<file path="src/rtl/fp_div_iter.sv">
// Iterative FP32 divider, restoring radix-2, one quotient bit per clock, RNE rounding.
// Fixed 28-cycle latency from accept to done; normal/zero operands only, flush-to-zero underflow.
module fp_div_iter #(
  parameter int QBITS = 26
) (
  input  logic        clk,
  input  logic        rst,
  input  logic        start,
  input  logic [31:0] X,
  input  logic [31:0] Y,
  output logic        busy,
  output logic        done,
  output logic [31:0] R
);

  localparam int CW = $clog2(QBITS);

  typedef enum logic [1:0] {
    S_IDLE,
    S_LOAD,
    S_ITER,
    S_ROUND
  } state_t;

  state_t            state_q, state_d;
  logic [31:0]       xop_q, xop_d;
  logic [31:0]       yop_q, yop_d;
  logic              sign_q, sign_d;
  logic [9:0]        exp_q, exp_d;
  logic [25:0]       rem_q, rem_d;
  logic [QBITS-1:0]  quo_q, quo_d;
  logic [CW-1:0]     cnt_q, cnt_d;
  logic [31:0]       res_q, res_d;
  logic              done_q, done_d;

  logic [23:0]       mant_y;
  logic              rem_ge;
  logic [25:0]       rem_sub;
  logic [25:0]       rem_step;

  logic              q_hi;
  logic [23:0]       man_n;
  logic              grd, stk, inc;
  logic [9:0]        exp_n;
  logic [24:0]       man_inc;
  logic [23:0]       man_r;
  logic [9:0]        exp_r;
  logic [31:0]       packed_res;

  assign mant_y   = {1'b1, yop_q[22:0]};
  assign rem_ge   = rem_q >= {2'b00, mant_y};
  assign rem_sub  = rem_q - {2'b00, mant_y};
  // rem stays below 2*mY, so the shifted value never loses its top bit
  assign rem_step = rem_ge ? {rem_sub[24:0], 1'b0} : {rem_q[24:0], 1'b0};

  always_comb begin
    q_hi  = quo_q[25];
    man_n = q_hi ? quo_q[25:2] : quo_q[24:1];
    grd   = q_hi ? quo_q[1] : quo_q[0];
    stk   = (q_hi & quo_q[0]) | (|rem_q);
    exp_n = q_hi ? exp_q : exp_q - 10'd1;
    inc   = grd & (stk | man_n[0]);
    man_inc = {1'b0, man_n} + {24'd0, inc};
    if (man_inc[24]) begin
      man_r = 24'h800000;
      exp_r = exp_n + 10'd1;
    end else begin
      man_r = man_inc[23:0];
      exp_r = exp_n;
    end

    if (yop_q[30:23] == 8'd0) begin
      packed_res = {sign_q, 8'hFF, 23'd0};
    end else if (xop_q[30:23] == 8'd0) begin
      packed_res = {sign_q, 31'd0};
    end else if ($signed(exp_r) >= 10'sd255) begin
      packed_res = {sign_q, 8'hFF, 23'd0};
    end else if ($signed(exp_r) <= 10'sd0) begin
      packed_res = {sign_q, 31'd0};
    end else begin
      packed_res = {sign_q, exp_r[7:0], man_r[22:0]};
    end
  end

  always_comb begin
    state_d = state_q;
    xop_d   = xop_q;
    yop_d   = yop_q;
    sign_d  = sign_q;
    exp_d   = exp_q;
    rem_d   = rem_q;
    quo_d   = quo_q;
    cnt_d   = cnt_q;
    res_d   = res_q;
    done_d  = 1'b0;
    case (state_q)
      S_IDLE: begin
        if (start) begin
          xop_d   = X;
          yop_d   = Y;
          state_d = S_LOAD;
        end
      end
      S_LOAD: begin
        sign_d  = xop_q[31] ^ yop_q[31];
        exp_d   = {2'b00, xop_q[30:23]} - {2'b00, yop_q[30:23]} + 10'd127;
        rem_d   = {2'b00, 1'b1, xop_q[22:0]};
        quo_d   = '0;
        cnt_d   = CW'(QBITS - 1);
        state_d = S_ITER;
      end
      S_ITER: begin
        quo_d = {quo_q[QBITS-2:0], rem_ge};
        rem_d = rem_step;
        if (cnt_q == '0) begin
          state_d = S_ROUND;
        end else begin
          cnt_d = cnt_q - CW'(1);
        end
      end
      S_ROUND: begin
        res_d   = packed_res;
        done_d  = 1'b1;
        state_d = S_IDLE;
      end
      default: state_d = S_IDLE;
    endcase
  end

  always_ff @(posedge clk) begin
    if (rst) begin
      state_q <= S_IDLE;
      xop_q   <= '0;
      yop_q   <= '0;
      sign_q  <= 1'b0;
      exp_q   <= '0;
      rem_q   <= '0;
      quo_q   <= '0;
      cnt_q   <= '0;
      res_q   <= '0;
      done_q  <= 1'b0;
    end else begin
      state_q <= state_d;
      xop_q   <= xop_d;
      yop_q   <= yop_d;
      sign_q  <= sign_d;
      exp_q   <= exp_d;
      rem_q   <= rem_d;
      quo_q   <= quo_d;
      cnt_q   <= cnt_d;
      res_q   <= res_d;
      done_q  <= done_d;
    end
  end

  assign busy = (state_q == S_ITER) || (state_q == S_ROUND);
  assign done = done_q;
  assign R    = res_q;

endmodule
</file>
<file path="config.mk">
export PLATFORM = sky130hd
export DESIGN_NAME = fp_div_iter
export DESIGN_NICKNAME = d
export VERILOG_FILES = /design/src/rtl/fp_div_iter.sv
export SDC_FILE = /design/constraint.sdc
export NUM_CORES = 1
export LEC_CHECK = 0
export CAP_MARGIN = 15
export CORE_MARGIN = 2
export CORE_UTILIZATION = 58
export CTS_CLUSTER_DIAMETER = 150
export DETAILED_ROUTE_END_ITERATION = 12
export PLACE_DENSITY = 0.86
export SYNTH_ARGS = -nofsm -noshare
export SYNTH_HDL_FRONTEND = slang
export SYNTH_SLANG_ARGS = --single-unit
</file>
<file path="constraint.sdc">
create_clock -name clk -period 6 [get_ports clk]
set_input_delay 1.8 -clock clk [delete_from_list [all_inputs] [get_ports clk]]
set_output_delay 1.8 -clock clk [all_outputs]
set_load 0.01 [all_outputs]
</file>
# After elaboration in Yosys (flattened, before gate mapping)
# Index checks and enable logic that the tools add are counted.
[word_totals]
reg_bits = 167
input_bits = 67
out_inout_bits = 34
elab_cells = 59
[classes]
addsub = 7
order_cmp = 3
eq_ne = 6
mux = 18
bitwise = 5
n_reduce_logical = 10
[op_table]
columns = ["cell", "count"]
rows = [
  ["$mux W31", 4],
  ["$pmux W26 S2", 2],
  ["$ge A26 B24 Y1", 1],
  ["$mux W26", 1],
  ["$reduce_or A26 Y1", 1],
  ["$add A24 B1 Y25", 1],
  ["$sub A25 B24 Y25", 1],
  ["$mux W24", 1],
  ["$mux W23", 1],
  ["$mux W10", 2],
  ["$logic_not A8 Y1", 2],
  ["$add A10 B1 Y10 const B", 1],
  ["$add A9 B8 Y10 const B", 1],
  ["$ge A10 B9 Y1 const B", 1],
  ["$le A10 B1 Y1 const B", 1],
  ["$pmux W5 S2", 1],
  ["$sub A10 B1 Y10 const B", 1],
  ["$sub A8 B8 Y9", 1],
  ["$pmux W2 S4", 1],
  ["$ne A2 B2 Y1 const B", 3],
  ["$reduce_and A2 Y1", 3],
  ["$logic_not A5 Y1", 1],
  ["$mux W5", 1],
  ["$sub A5 B1 Y5 const B", 1],
  ["other kinds (10)", 15],
]

# Logic depth before layout (Yosys ltp)
# Gate-level depths: netlist of run 1.
[depth]
depth_word = 11
depth_mapped = 20
ltp_nobuf = 14

# Worst setup path after synthesis of run 1
# OpenSTA, ideal clock, no wires.
[synth_timing]
path_kind = "register to register"
from = "register quo_q[25]"
to = "register res_q[2] (netlist: R[2])"
setup_time_ps = 59
arrival_ps = 4619
required_ps = 5941
path_slack_ps = 1322
stages_incl_launch_ff = 21
path_buffers = 8
period_less_slack_ps = 4678
cell_sequence = "dfxtp_1 -> buf_2 -> buf_2 -> buf_1 -> clkbuf_1 -> clkbuf_1 -> clkbuf_1 -> nand2_1 -> a21boi_0 -> ha_1 -> nand3_1 -> a211oi_1 -> and4_1 -> buf_2 -> nand2_1 -> nor2_1 -> xnor2_1 -> a31o_2 -> nor4_4 -> buf_6 -> a22o_1"
[synth_between]
elab_chain_len = 11
elab_cells_between_ends = 17
classes_between = "add/sub: 2; order compare: 2; mux: 9; bitwise: 4"
[synth_rtl]
columns = ["element", "line", "rtl"]
rows = [
  ["start, declared", "31", "logic [QBITS-1:0] quo_q, quo_d;"],
  ["start signal, assigned", "149", "quo_q <= quo_d;"],
  ["$and A1 B1 Y1", "60", "stk = (q_hi & quo_q[0]) | (|rem_q);"],
  ["$or A1 B1 Y1", "60", ""],
  ["$or A1 B1 Y1", "62", "inc = grd & (stk | man_n[0]);"],
  ["$and A1 B1 Y1", "62", ""],
  ["$add A24 B1 Y25", "63", "man_inc = {1'b0, man_n} + {24'd0, inc};"],
  ["$mux W10", "64", "if (man_inc[24]) begin"],
  ["$le A10 B1 Y1", "78", "end else if ($signed(exp_r) <= 10'sd0) begin"],
  ["$mux W31", "78", ""],
  ["$mux W31 *", "76", "end else if ($signed(exp_r) >= 10'sd255) begin"],
  ["$mux W31 *", "74", "end else if (xop_q[30:23] == 8'd0) begin"],
  ["$mux W31 *", "72", "if (yop_q[30:23] == 8'd0) begin"],
  ["end signal, assigned", "151", "res_q <= res_d;"],
  ["end, declared", "33", "logic [31:0] res_q, res_d;"],
]
# Every way passes the cells marked *; elsewhere a longest branch is shown, timed or not.
# A chain may end at the register's enable or synchronous reset.

# Final worst setup path of run 1
[layout_timing]
from = "register quo_q[25]"
to = "register res_q[1] (netlist: R[1])"
# The elaborated chain is that of the path after synthesis.

==> metrics.txt, run 1 <==
Clk pwr share 18.2%; Yosys reg bits around 170; # rows 47; CP Data Required Time 6.38 ns; hold_buf cts 0; Psw between 2 and 3 mW; result of the run finished clean; worst hold path type reg2reg; Slew Limit Fails 0; Skew-Pair Late Insertion Delay roughly 0.44 ns; vias in the first global route 8491; Avg WL per Cell 15.3 um; largest net degree at the start of global routing between 70 and 80; Area Growth Syn to Fin 16.2%; share of the synthesized area in the top cell type between 30% and 40%; grt total ovfl 0; Internal Power around 3.3 mW; PortBufs 100; post-route ant nets 0; antenna fix cells 0; # H-tree levels 4; post-CTS resize count 0; unrepaired setup endpoints after global routing false; Max Cap Violations 0; synth top area cells dfxtp_1, nand2_1, a21oi_1; worst-path cell chain buf_4, mux2i_1, nor3_1, and4_1, nand2_1, nor2_1, xnor2_1, a31o_2, nor4_4, a22o_1; nets between 1000 and 1500; core area about 0.017 sq mm; clock skew 0.00527 ns; clock root buffer clkbuf_16; sum of negative setup slack 0 ns; DRC 0; FFs w/ async S/R, synth 0%; leading area contributor after synthesis dfxtp_1; P per Cell Area between 500 and 600 mW/mm^2; final hold vios 0; top_reg_cell synth dfxtp_1; Max Fclk 0.232 GHz; sw frac between 40% and 50%; full die area between 0.015 and 0.02 sq mm; EDFF count, synth 0; First-pass DRT Iterations 6; initial DRC count about 640; GR Util met3 under 10%; CP peak stage delay roughly 0.87 ns; Most Crowded Layer GR met2; mapped cell area 0.00994 sq mm; Die Ht 135 um; CP endpoint kind register; Non-Filler Instances roughly 1600; Synth Net Count approximately 1400; Slew headroom around 28%; Seq pwr share 25.1%; cell total after placement 1537; Max VDD drop around 0.3 mV; GRT Util Overall roughly a quarter; endpoints failing setup 0; Leak between 4 and 5 nW; global-route wire length before repair approximately 40000 um; post-synth cell types between 60 and 70; Slowest-stage cell, CP nor4_4; CTS tree built; GR Util met1 a little over a third; DRT Wirelength approximately 24000 um; Seq/Total Area, Yosys about a third; minimum clock period 4.31 ns; CTS buffer count 17; Post-CTS Setup Bufs 0; Final Cycle Share between 70% and 80%; Clock Tree Buf Depth 2; met2 Track Usage GR between 40% and 50%; Initial Util between 50% and 60%; vias per cell around 6; Clock Sinks ~170; most frequent cells in the layout nand2_1, dfxtp_1, a21oi_1; worst-path fanout max 35; crit start category register; combinational power share between 50% and 60%; initial antenna violation count 0; CP Class reg2reg; Synth Warn # 0; Worst-Margin Slew between 1 and 1.5 ns; vias after detailed routing between 9000 and 10000; share of cells above drive strength 1 5.55%; DP HPWL roughly 17000 um; Die X between 100 and 150 um; Final GP Congestion 0.928; WP data arrival around 4.7 ns; Post-Syn Instances between 1000 and 1500; clk slew on worst S/H paths about 0.070 ns; mean cell area of the mapped netlist between 7 and 8 sq um; I/O Pins a little over 100; most common cell after layout, fill and taps aside nand2_1
cells in the mapped netlist (all sizes together) (26+ instances only):
library cell  number
nor2              75
nor3              27
inv               63
mux2i             38
nand3             53
a21oi            151
xnor2             43
o21ai             47
nand2            220
a211oi            26
ha                42
clkbuf            68
dfxtp            167
layer usage:
metal | vias up | wire length [um]
met5 | - | 0
met4 | 0 | 747
met3 | 61 | 1350
met2 | 325 | 11100
met1 | 4335 | 10900
li1 | 4654 | -
stage by stage:
stage	instance area (sq um)	util [%]	worst slack, ns	total power, mW	hold slack, ns
after CTS	11500	69.2	1.72	5.93	0.456
after global routing	11600	69.4	1.25	6.44	0.472
after detailed placement	10900	65.7	1.74	4.79	0.447
after floorplan	9940	-	1.32	4.12	0.431
after global placement	10900	65.7	1.90	4.73	0.441
final	11600	69.4	1.69	5.99	0.453
state kept, by name (all words and copies together), names as in the netlist:
signal and cells:
R 32, xop_q 32, yop_q 32, quo_q 26
rem_q 26, exp_q 10, cnt_q 5, state_q 2
done 1, sign_q 1
final timing paths:
path | start | to | slack (ns) | cells after the start
worst max-delay path | quo_q[25]$_SDFFE_PP0P_ | R[1]$_SDFFE_PP0P_ | 1.69 | 10
worst min-delay path | yop_q[12]$_SDFFE_PP0P_ | yop_q[12]$_SDFFE_PP0P_ | 0.45 | 2
worst max register to register | quo_q[25]$_SDFFE_PP0P_ | R[1]$_SDFFE_PP0P_ | 1.69 | 10
worst min register to register | yop_q[12]$_SDFFE_PP0P_ | yop_q[12]$_SDFFE_PP0P_ | 0.45 | 2
worst max-delay path, delay by kind of cell (launching register included):
family / cells / cell delay, ns
xor+xnor: 1 / 0.12
simple gates: 5 / 2.24
mux: 1 / 0.18
flops: 1 / 0.71
buf+inv: 1 / 0.48
compound gates: 2 / 0.52
cells by family after synthesis:
group                    count (synthesis)  share of synthesized area [%]
AO/OA/AOI/OAI                          357                           22.9
XOR/XNOR                                58                           5.11
buffers and inverters                  148                           5.88
adder cells (fa/ha/maj)                 44                           5.69
AND/OR/NAND/NOR                        477                           22.2
flip-flops                             167                           33.6
multiplexers                            45                           4.62
power groups by stage:
| stage | Sequential [mW] | Combinational (mW) | Clock (mW) |
|---|---|---|---|
| floorplan | 1.44 | 2.68 | 0 |
| global placement | 1.51 | 3.22 | 0 |
| detailed placement | 1.52 | 3.27 | 0 |
| CTS | 1.50 | 3.33 | 1.10 |
| global route | 1.53 | 3.76 | 1.15 |
| finish | 1.50 | 3.40 | 1.09 |
area by class of cell:
type / count / area (sq um)
fill: 1374 / 5090
tap: 220 / 275
clock buffer: 17 / 425
inverter: 63 / 236
sequential: 167 / 3340
timing repair buffer: 108 / 1080
multi-input combinational: 981 / 6030
clock inverter: 15 / 156
No activity file was read; power rests on OpenSTA's default activity.
==> run 2, diff against run 1 <==
==> constraint.sdc (replaced) <==
create_clock -name clk -period 4.3 [get_ports clk]
set_input_delay 1.29 -clock clk [delete_from_list [all_inputs] [get_ports clk]]
set_output_delay 1.29 -clock clk [all_outputs]
set_load 0.01 [all_outputs]
==> run 2 against run 1 <==
  * Cell area grew 0.52%
  * Worst hold slack got worse by 0.0024 ns
  * Largest cell class unchanged
  * Non-clock buffer count grew 4
  * Worst setup slack lost 1.3 ns
  * Via count rose by 0.73%
  * Clock-buffer cell count rose by 1
  * Die area unchanged
  * Utilization grew 0.36 points
  * Clock power rose by 44%
==> metrics.txt, run 2 (same netlist as run 1, synthesis figures left out) <==
Die Ht 135 um (unchanged); cell total after placement 1542 (was 1537); sum of negative setup slack 0 ns (unchanged); sw frac 45.0% (was 45.5%); worst-path fanout max 22 (was 35); Psw 3.81 mW (was 2.73 mW); Initial Util 59.7% (unchanged); Placed Area 0.0110 sq mm (was 0.0109 sq mm); core area 0.0166 sq mm (unchanged); DRT Wirelength 24700 um (was 24100 um); PnR worst setup slack 0.362 ns (was 1.69 ns); Leak 4.21 nW (was 4.17 nW); Max VDD drop 0.473 mV (was 0.296 mV); full die area 0.0182 sq mm (unchanged); Max Fclk 0.254 GHz (was 0.232 GHz); final hold vios 0 (unchanged); most frequent cells in the layout nand2_1, dfxtp_1, a21oi_1 (unchanged); unrepaired setup endpoints after global routing false (unchanged); vias after detailed routing 9443 (was 9375); fin util 69.8% (was 69.4%); min-delay src xop_q[15]$_SDFFE_PP0P_ (was yop_q[12]$_SDFFE_PP0P_); Die X 135 um (unchanged); most common cell after layout, fill and taps aside nand2_1 (unchanged); initial antenna violation count 0 (unchanged); post-layout instance area 0.0116 sq mm (about the same); clock skew 0.00604 ns (was 0.00527 ns); CP Class reg2reg (unchanged); Seq pwr share 24.7% (was 25.1%); minimum clock period 3.94 ns (was 4.31 ns); vias in the first global route 8615 (was 8491); I/O Pins 101 (unchanged); Non-Filler Instances 1576 (was 1571); Pwr Total 8.47 mW (was 5.99 mW); Clock Sinks 167 (unchanged); Fill cells 1374 (unchanged); CP Data Required Time 4.67 ns (was 6.38 ns); CP endpoint kind register (unchanged); share of cells above drive strength 1 5.90% (was 5.55%); hold_buf cts 0 (unchanged); pre-CTS WS 0.233 ns (was 1.74 ns); clk slew on worst S/H paths 0.07 ns (about the same); nets 1454 (was 1449); endpoints failing setup 0 (unchanged); CTS tree built (unchanged); Internal Power 4.66 mW (was 3.26 mW); Post-CTS Setup Bufs 0 (unchanged); result of the run finished clean (unchanged); largest net degree at the start of global routing 92 (was 76); grt total ovfl 0 (unchanged); initial DRC count 808 (was 638); Final GP Congestion 0.931 (was 0.928); Avg WL per Cell 15.7 um (was 15.3 um); DP HPWL 17100 um (was 16800 um); post-route ant nets 0 (unchanged); Max Cap Violations 0 (unchanged); GRT Util Overall 26.9% (was 26.6%); Slew headroom 31.2% (was 28.3%); Slew Limit Fails 0 (unchanged); Fin Hold WS 0.451 ns (was 0.453 ns); First-pass DRT Iterations 5 (was 6); Final Cycle Share 91.6% (was 71.9%); Skew-Pair Late Insertion Delay 0.43 ns (was 0.44 ns); PortBufs 100 (unchanged); WP data arrival 4.31 ns (was 4.69 ns); FF-to-FF Start quo_q[25]$_SDFFE_PP0P_ (unchanged); # rows 47 (unchanged); # H-tree levels 4 (unchanged); Clock Tree Buf Depth 2 (unchanged); critical path startpoint quo_q[25]$_SDFFE_PP0P_ (unchanged); vias per cell 5.99 (was 5.97); DRC 0 (unchanged); P per Cell Area 730 mW/mm^2 (was 518 mW/mm^2); Area Growth Syn to Fin 16.8% (was 16.2%); Worst-Margin Slew 1.02 ns (was 1.06 ns); antenna fix cells 0 (unchanged); post-CTS resize count 0 (unchanged); global-route wire length before repair 40100 um (was 39800 um); clock root buffer clkbuf_16 (unchanged); crit start category register (unchanged); CTS buffer count 17 (unchanged); worst hold path type reg2reg (unchanged); Clk pwr share 18.6% (was 18.2%); combinational power share 56.7% (about the same)
==> run 2: cell count changes in the layout (fill, tap and decap cells not counted), sizes merged <==
cell,previous run,this run
buf,9,13
bufinv,1,3
clkbuf,17,18
clkinv,1,5
clkinvlp,3,2
inv,73,67
nor4,15,16
==> run 2: layout make-up <==
type | count | area [sq um] | area share, %
clock inverter | 14 | 173 | 1.49
sequential | 167 | 3340 | 28.8
tap | 220 | 275 | 2.37
clock buffer | 18 | 429 | 3.70
timing repair buffer | 112 | 1100 | 9.48
multi-input combinational | 982 | 6050 | 52.1
inverter | 63 | 236 | 2.04
==> run 2: final timing paths <==
check / to / slack [ns] / cells past startpoint
max: R[13]$_SDFFE_PP0P_ / 0.36 / 12
min: xop_q[15]$_SDFFE_PP0P_ / 0.45 / 2
max reg2reg: R[13]$_SDFFE_PP0P_ / 0.36 / 12
min reg2reg: xop_q[15]$_SDFFE_PP0P_ / 0.45 / 2
==> run 2: routing by layer <==
layer  global-route usage [%]  part of all wire, %  vias up
li1                         -                    -     4664
met1                     34.7                   44     4385
met2                     45.8                   48      337
met3                     3.87                  5.8       57
met4                     9.59                  2.3        0
met5                        0                    0        -
==> run 2: critical path, cell delays in order, from the launching register on <==
cell	delay [ns]
dfxtp_2	0.43
nand2b_1	0.22
a21boi_0	0.20
ha_1	0.23
nand3_1	0.19
nor3_1	0.41
nand4_1	0.39
nor4_1	0.27
mux2i_1	0.12
o21ai_2	0.33
o211ai_4	0.20
nor4_4	0.63
a22o_1	0.24
==> run 2: power groups by stage <==
| stage | combinational (mW) | sequential, mW | clock, mW |
|---|---|---|---|
| 3_5_place_dp | 4.60 | 2.12 | 0 |
| 3_3_place_gp | 4.53 | 2.10 | 0 |
| 4_1_cts | 4.67 | 2.09 | 1.58 |
| 6_report | 4.80 | 2.09 | 1.57 |
| 5_1_grt | 5.28 | 2.13 | 1.64 |
| 2_1_floorplan | 3.74 | 2.01 | 0 |
